## src/rtl/dsi_video_tx_packetizer_pkg.sv

```systemverilog
// Shared DSI video-mode constants and the sequencer state encoding.
package dsi_video_tx_packetizer_pkg;

    localparam logic [5:0] DT_VSS    = 6'h01;
    localparam logic [5:0] DT_HSS    = 6'h21;
    localparam logic [5:0] DT_RGB888 = 6'h3E;

    typedef enum logic [2:0] {
        ST_IDLE  = 3'd0,
        ST_LWAIT = 3'd1,
        ST_SREQ  = 3'd2,
        ST_LREQ  = 3'd3,
        ST_PAY   = 3'd4
    } state_t;

    // Line 0 of a frame carries VSS, every other line HSS.
    function automatic logic [5:0] sync_type(input logic first_line);
        return first_line ? DT_VSS : DT_HSS;
    endfunction

endpackage

```

## src/rtl/dsi_video_tx_packetizer_line_timer.sv

```systemverilog
// Free-running line timer: produces the line-start event and remembers a
// line start that arrived while the sequencer was still busy with packets.
module dsi_video_tx_packetizer_line_timer #(
    parameter int LCNT_W = 16
) (
    input  logic              clk,
    input  logic              srst,
    input  logic              run,
    input  logic              in_lwait,
    input  logic [LCNT_W-1:0] hline,
    output logic              go,
    output logic              timing_err
);

    localparam logic [LCNT_W-1:0] ONE = LCNT_W'(1);

    logic [LCNT_W-1:0] cnt_reg;
    logic              pending_reg;
    logic              timing_err_reg;
    logic              ls;
    logic              late_ls;

    assign ls         = run && (cnt_reg == '0);
    assign late_ls    = ls && !in_lwait;
    assign go         = in_lwait && (ls || pending_reg);
    assign timing_err = timing_err_reg;

    always_ff @(posedge clk) begin
        if (srst) begin
            cnt_reg        <= '0;
            pending_reg    <= 1'b0;
            timing_err_reg <= 1'b0;
        end else if (!run) begin
            cnt_reg     <= '0;
            pending_reg <= 1'b0;
        end else begin
            cnt_reg <= (cnt_reg >= hline - ONE) ? '0 : cnt_reg + ONE;
            // Only one late line start is remembered; further ones are dropped.
            if (late_ls) begin
                pending_reg    <= 1'b1;
                timing_err_reg <= 1'b1;
            end else if (in_lwait) begin
                pending_reg <= 1'b0;
            end
        end
    end

endmodule

```

## src/rtl/dsi_video_tx_packetizer.sv

```systemverilog
// DSI video-mode (sync-event) frame/line sequencer driving the host TX packet
// interface: one VSS/HSS per line plus an RGB888 long packet on active lines.
module dsi_video_tx_packetizer
    import dsi_video_tx_packetizer_pkg::*;
#(
    parameter logic [1:0] VC     = 2'd0,
    parameter int         LCNT_W = 16,
    parameter int         VCNT_W = 12
) (
    input  logic              TxByteClkHS,
    input  logic              rst,
    input  logic              enable,
    input  logic [VCNT_W-1:0] cfg_vsa,
    input  logic [VCNT_W-1:0] cfg_vbp,
    input  logic [VCNT_W-1:0] cfg_vact,
    input  logic [VCNT_W-1:0] cfg_vfp,
    input  logic [LCNT_W-1:0] cfg_hline,
    input  logic [15:0]       cfg_hact_bytes,
    input  logic              fifo_line_rdy,
    input  logic              fifo_empty,
    output logic              fifo_rd,
    input  logic [31:0]       fifo_rdata,
    output logic              host_tx_cmd_req,
    input  logic              host_tx_cmd_ack,
    output logic [1:0]        host_tx_cmd_vc,
    output logic [5:0]        host_tx_cmd_data_type,
    output logic [15:0]       host_tx_cmd_byte_count,
    output logic [31:0]       host_tx_payload,
    input  logic              host_tx_payload_en,
    input  logic              host_tx_payload_en_last,
    output logic              host_tx_hs_mode,
    output logic              host_tx_active,
    output logic              frame_done,
    output logic              underflow,
    output logic              timing_err
);

    localparam int            VW    = VCNT_W + 2;
    localparam logic [VW-1:0] V_ONE = VW'(1);

    state_t            state_reg;
    logic [VW-1:0]     v_reg;
    logic [VCNT_W-1:0] vsa_reg;
    logic [VCNT_W-1:0] vbp_reg;
    logic [VCNT_W-1:0] vact_reg;
    logic [VCNT_W-1:0] vfp_reg;
    logic [LCNT_W-1:0] hline_reg;
    logic [15:0]       bytes_reg;
    logic              req_reg;
    logic              active_reg;
    logic              frame_done_reg;
    logic              underflow_reg;
    logic [5:0]        dtype_reg;
    logic [15:0]       bcount_reg;

    logic [VW-1:0] total_lines;
    logic [VW-1:0] act_lo;
    logic [VW-1:0] act_hi;
    logic          line_active;
    logic          last_line;
    logic          in_pay;
    logic          pay_empty;
    logic          long_next;
    logic          line_end;
    logic          load_cfg;
    logic          run;
    logic          go;

    // Vertical geometry is evaluated two bits wider so the sum cannot wrap.
    assign total_lines = VW'(vsa_reg) + VW'(vbp_reg) + VW'(vact_reg) + VW'(vfp_reg);
    assign act_lo      = VW'(vsa_reg) + VW'(vbp_reg);
    assign act_hi      = act_lo + VW'(vact_reg);
    assign line_active = (v_reg >= act_lo) && (v_reg < act_hi);
    assign last_line   = (v_reg == total_lines - V_ONE);

    assign run       = (state_reg != ST_IDLE);
    assign in_pay    = (state_reg == ST_PAY);
    assign pay_empty = in_pay && host_tx_payload_en && fifo_empty;
    assign long_next = line_active && fifo_line_rdy;
    assign line_end  = ((state_reg == ST_SREQ) && host_tx_cmd_ack && !long_next) ||
                       (in_pay && host_tx_payload_en && host_tx_payload_en_last);
    assign load_cfg  = ((state_reg == ST_IDLE) && enable) || (line_end && last_line);

    // Payload path is combinational so the FWFT head is consumed in the same cycle.
    assign fifo_rd         = in_pay && host_tx_payload_en && !fifo_empty;
    assign host_tx_payload = (in_pay && !fifo_empty) ? fifo_rdata : 32'h0;

    assign host_tx_cmd_req        = req_reg;
    assign host_tx_cmd_vc         = VC;
    assign host_tx_cmd_data_type  = dtype_reg;
    assign host_tx_cmd_byte_count = bcount_reg;
    assign host_tx_hs_mode        = run;
    assign host_tx_active         = active_reg;
    assign frame_done             = frame_done_reg;
    assign underflow              = underflow_reg;

    dsi_video_tx_packetizer_line_timer #(
        .LCNT_W(LCNT_W)
    ) u_line_timer (
        .clk        (TxByteClkHS),
        .srst       (rst),
        .run        (run),
        .in_lwait   (state_reg == ST_LWAIT),
        .hline      (hline_reg),
        .go         (go),
        .timing_err (timing_err)
    );

    always_ff @(posedge TxByteClkHS) begin
        if (rst) begin
            vsa_reg   <= '0;
            vbp_reg   <= '0;
            vact_reg  <= '0;
            vfp_reg   <= '0;
            hline_reg <= '0;
            bytes_reg <= '0;
        end else if (load_cfg) begin
            vsa_reg   <= cfg_vsa;
            vbp_reg   <= cfg_vbp;
            vact_reg  <= cfg_vact;
            vfp_reg   <= cfg_vfp;
            hline_reg <= cfg_hline;
            bytes_reg <= cfg_hact_bytes;
        end
    end

    always_ff @(posedge TxByteClkHS) begin
        if (rst) begin
            state_reg      <= ST_IDLE;
            v_reg          <= '0;
            req_reg        <= 1'b0;
            active_reg     <= 1'b0;
            frame_done_reg <= 1'b0;
            underflow_reg  <= 1'b0;
            dtype_reg      <= '0;
            bcount_reg     <= '0;
        end else begin
            frame_done_reg <= 1'b0;
            if (pay_empty) begin
                underflow_reg <= 1'b1;
            end

            case (state_reg)
                ST_IDLE: begin
                    if (enable) begin
                        state_reg <= ST_LWAIT;
                        v_reg     <= '0;
                    end
                end
                ST_LWAIT: begin
                    if (go) begin
                        state_reg  <= ST_SREQ;
                        req_reg    <= 1'b1;
                        active_reg <= 1'b1;
                        dtype_reg  <= sync_type(v_reg == '0);
                        bcount_reg <= '0;
                    end
                end
                ST_SREQ: begin
                    if (host_tx_cmd_ack) begin
                        req_reg    <= 1'b0;
                        active_reg <= 1'b0;
                        if (long_next) begin
                            state_reg <= ST_LREQ;
                        end else if (line_active) begin
                            underflow_reg <= 1'b1;
                        end
                    end
                end
                ST_LREQ: begin
                    // Request is raised one cycle after the short packet's ack
                    // so the core always sees req drop between packets.
                    if (!req_reg) begin
                        req_reg    <= 1'b1;
                        active_reg <= 1'b1;
                        dtype_reg  <= DT_RGB888;
                        bcount_reg <= bytes_reg;
                    end else if (host_tx_cmd_ack) begin
                        req_reg   <= 1'b0;
                        state_reg <= ST_PAY;
                    end
                end
                ST_PAY: begin
                    if (host_tx_payload_en && host_tx_payload_en_last) begin
                        active_reg <= 1'b0;
                    end
                end
                default: begin
                    state_reg <= ST_IDLE;
                end
            endcase

            if (line_end) begin
                if (last_line) begin
                    frame_done_reg <= 1'b1;
                    v_reg          <= '0;
                    state_reg      <= enable ? ST_LWAIT : ST_IDLE;
                end else begin
                    v_reg     <= v_reg + V_ONE;
                    state_reg <= ST_LWAIT;
                end
            end
        end
    end

endmodule

```

## config.mk

```make
export PLATFORM = sky130hd
export DESIGN_NAME = dsi_video_tx_packetizer
export DESIGN_NICKNAME = d
export VERILOG_FILES = /design/src/rtl/dsi_video_tx_packetizer_pkg.sv /design/src/rtl/dsi_video_tx_packetizer_line_timer.sv /design/src/rtl/dsi_video_tx_packetizer.sv
export SDC_FILE = /design/constraint.sdc
export NUM_CORES = 1
export LEC_CHECK = 0
export ABC_AREA = 1
export CORE_MARGIN = 2
export CORE_UTILIZATION = 40
export DETAILED_ROUTE_END_ITERATION = 8
export PLACE_DENSITY = 0.74
export SLEW_MARGIN = 20
export SYNTH_ARGS = -nofsm -noshare
export SYNTH_HDL_FRONTEND = slang
export SYNTH_SLANG_ARGS = --single-unit
```

## constraint.sdc

```tcl
create_clock -name TxByteClkHS -period 12.6 [get_ports TxByteClkHS]
set_input_delay 1.26 -clock TxByteClkHS [delete_from_list [all_inputs] [get_ports TxByteClkHS]]
set_output_delay 1.26 -clock TxByteClkHS [all_outputs]
set_load 0.02 [all_outputs]
```

==> flow_summary.toml <==
[die]
coreArea_sq_um = 25180
rows = 58
fp.dieH_um = 164.0
initial_core_util_pct = 40.67
ios = 183
die_area_sq_um = 26900
die_w_um = 164.0

[job]
maxCapViolations = 0

[critical_path]
cp-start-kind = "flip-flop"
critPathMaxFanout = 109
crit_type = "reg -> reg"
cp.arrival_ps = 6650
max_stage_delay_ps = 900
crit_path_end_kind = "flip-flop"
path_common_cell = "nand2_1"
required_ps = 12920
crit_slowest_cell = "buf_4"

[clocking]
path_clk_slew_ps = 60
numCtsBuffers = 17
tritoncts = "yes"
clk_path_buf_depth = 2
hold_buffers = 0
post_cts_buffers = 0
clk_latency_ps = 430
htree_num_levels = 4
clock_tree.root_cell = "clkbuf_16"
cts_resized = 0
cts.sinks = 138

[worst_hold_path]
hp-class = "reg -> reg"

[timing]
worst_pin_slew_ps = 1029
drv_slew = 0
final_hold_viol_count = 0
fmax_mhz = 158.1
setup_ws_ps = 6276
slew-limit-headroom_pct = 31.39
fin_tns_setup_ps = 0
finalCritPeriodShare_pct = 50.19
setup_viol = 0
clock_skew_ps = 12.32
rsz0062_at_grt = "false"
period_needed_ps = 6324

[final_layout]
syn_to_final_growth_pct = 24.31
final_nets = 1933
drive_gt1_share_pct = 4.910
final_area_sq_um = 12730
fin_cells = 2061
layout_commonest_cell = "nand2_1"
diodes = 0
final_cell_mix = "318 x nand2_1, 265 x inv_1, 205 x nor2_1"

[power_and_ir_drop]
p_per_area_nw_per_um2 = 257.9
p_leak_nw = 6.177
ir_drop_uv = 159.4

[synth]
synth_area_sq_um = 10240
ys_seq_area_share_pct = 26.98
synth_xor_xnor_area_share_pct = 5.290
muxShareOfSynthArea_pct = 0
synth_seq_cells = 138
synthSimpleGateAreaFrac_pct = 31.85
synth_top_family_by_area = "simple AND/OR/NAND/NOR gates"
syn_inst = 1575
yosys.cell_types.count = 44
synth_area_per_cell_sq_um = 6.502
yosysWarnings = 0
synth_compound_area_share_pct = 10.53
synth-adder-area-share_pct = 11.83

[detailed_routing]
vias = 9957
avgRoutedWirePerCell_um = 13.06
wl_mm = 26.92
drc = 0
ant_nets = 0
viasPerCell = 4.831
firstDrtPassIters = 6
drt-initial-drc-count = 504

[global_route]
grt_pass1_vias = 9173
grt_max_degree = 110
met2_usage_pct = 32.51
antenna_found_initial = 0
gr-usage-met1_pct = 27.17
grt_util_all_layers_pct = 20.11
met3_usage_pct = 3.636
grt_busiest_layer = "met2"
grt_pass1_wl_mm = 44.12
gr-total-overflow = 0

[placement]
port_buffers = 180
placed_area_sq_um = 12150
dp_hpwl_mm = 20.26
gp_congestion = 0.9180
place_inst = 2029
dp_slack_ps = 6316

[run_status]
status = "finished clean"
==> cells by family (layout without fill, tap and decap cells) <==
kind of cell             count (synthesis)  count (layout)
AO/OA/AOI/OAI                          201             201
XOR/XNOR                                61              61
adder cells (fa/ha/maj)                 95              95
buffers and inverters                  337             492
flip-flops                             138             138
other                                    1               2
AND/OR/NAND/NOR                        742             742
==> cell usage after synthesis (all sizes together) <==
cell type | instances | share of area (%)
conb | 1 | 0.037
dfxtp | 138 | 27
a2111oi | 1 | 0.086
nand3b | 4 | 0.29
clkinv | 1 | 0.037
inv | 274 | 10
or2 | 2 | 0.12
a31oi | 6 | 0.37
and2 | 2 | 0.12
fa | 3 | 0.59
nand3 | 145 | 8.0
o21a | 2 | 0.15
o31ai | 1 | 0.073
ha | 92 | 11
a211oi | 3 | 0.22
nor4 | 6 | 0.37
a21o | 2 | 0.15
xor2 | 50 | 4.3
nor2 | 212 | 8.1
o211ai | 4 | 0.29
a21boi | 1 | 0.073
buf | 31 | 2.3
nor3b | 5 | 0.37
o21bai | 5 | 0.37
xnor2 | 11 | 0.94
a21oi | 159 | 7.9
nor3 | 21 | 1.0
clkbuf | 31 | 1.1
o21ai | 16 | 0.78
nand2 | 324 | 12
o211a | 1 | 0.098
nand4 | 21 | 1.3
==> worst paths after layout <==
path,startpoint,end,slack [ps],depth (start not counted)
max,vsa_reg[0],vbp_reg[7],6280,29
min,u_line_timer.cnt_reg[0],u_line_timer.cnt_reg[0],450,1
max reg2reg,vsa_reg[0],vbp_reg[7],6280,29
min reg2reg,u_line_timer.cnt_reg[0],u_line_timer.cnt_reg[0],450,1
==> per-stage QoR <==
step / utilization (%) / hold WS, ps / total power, mW
2_1_floorplan: - / 417.3 / 2.318
3_3_place_gp: 48.26 / 432.2 / 2.717
3_5_place_dp: 48.26 / 438.0 / 2.762
4_1_cts: 50.56 / 446.9 / 3.283
5_1_grt: 50.56 / 477.9 / 3.646
6_report: 50.56 / 448.4 / 3.284
==> power breakdown <==
part	internal (mW)	leakage (nW)	switching [mW]
logic	0.840	4.78	1.37
clock network	0.279	0.270	0.223
registers	0.521	1.13	0.0531
total	1.64	6.18	1.64
==> metal layers <==
layer | wire length, um | vias to the layer above
met5 | 0 | -
met4 | 662 | 0
met3 | 1371 | 40
met2 | 12390 | 238
met1 | 12510 | 4426
li1 | - | 5253
==> critical path: cells and delay by family, from the launching register on <==
| kind | cells | cell delay (ps) |
|---|---|---|
| AND/OR/NAND/NOR | 15 | 1970 |
| adder cells (fa/ha/maj) | 5 | 1530 |
| buffers and inverters | 4 | 1080 |
| XOR/XNOR | 2 | 670 |
| AO/OA/AOI/OAI | 3 | 610 |
| flip-flops | 1 | 340 |
==> layout make-up <==
cell class	count	area (sq um)
Clock inverter	15	153.9
Clock buffer	17	425.4
Timing Repair Buffer	185	1839
Fill cell	2424	12450
Sequential cell	138	2763
Tap cell	330	412.9
Inverter	275	1036
Multi-Input combinational cell	1101	6101
(Power assumes the default switching activity.)
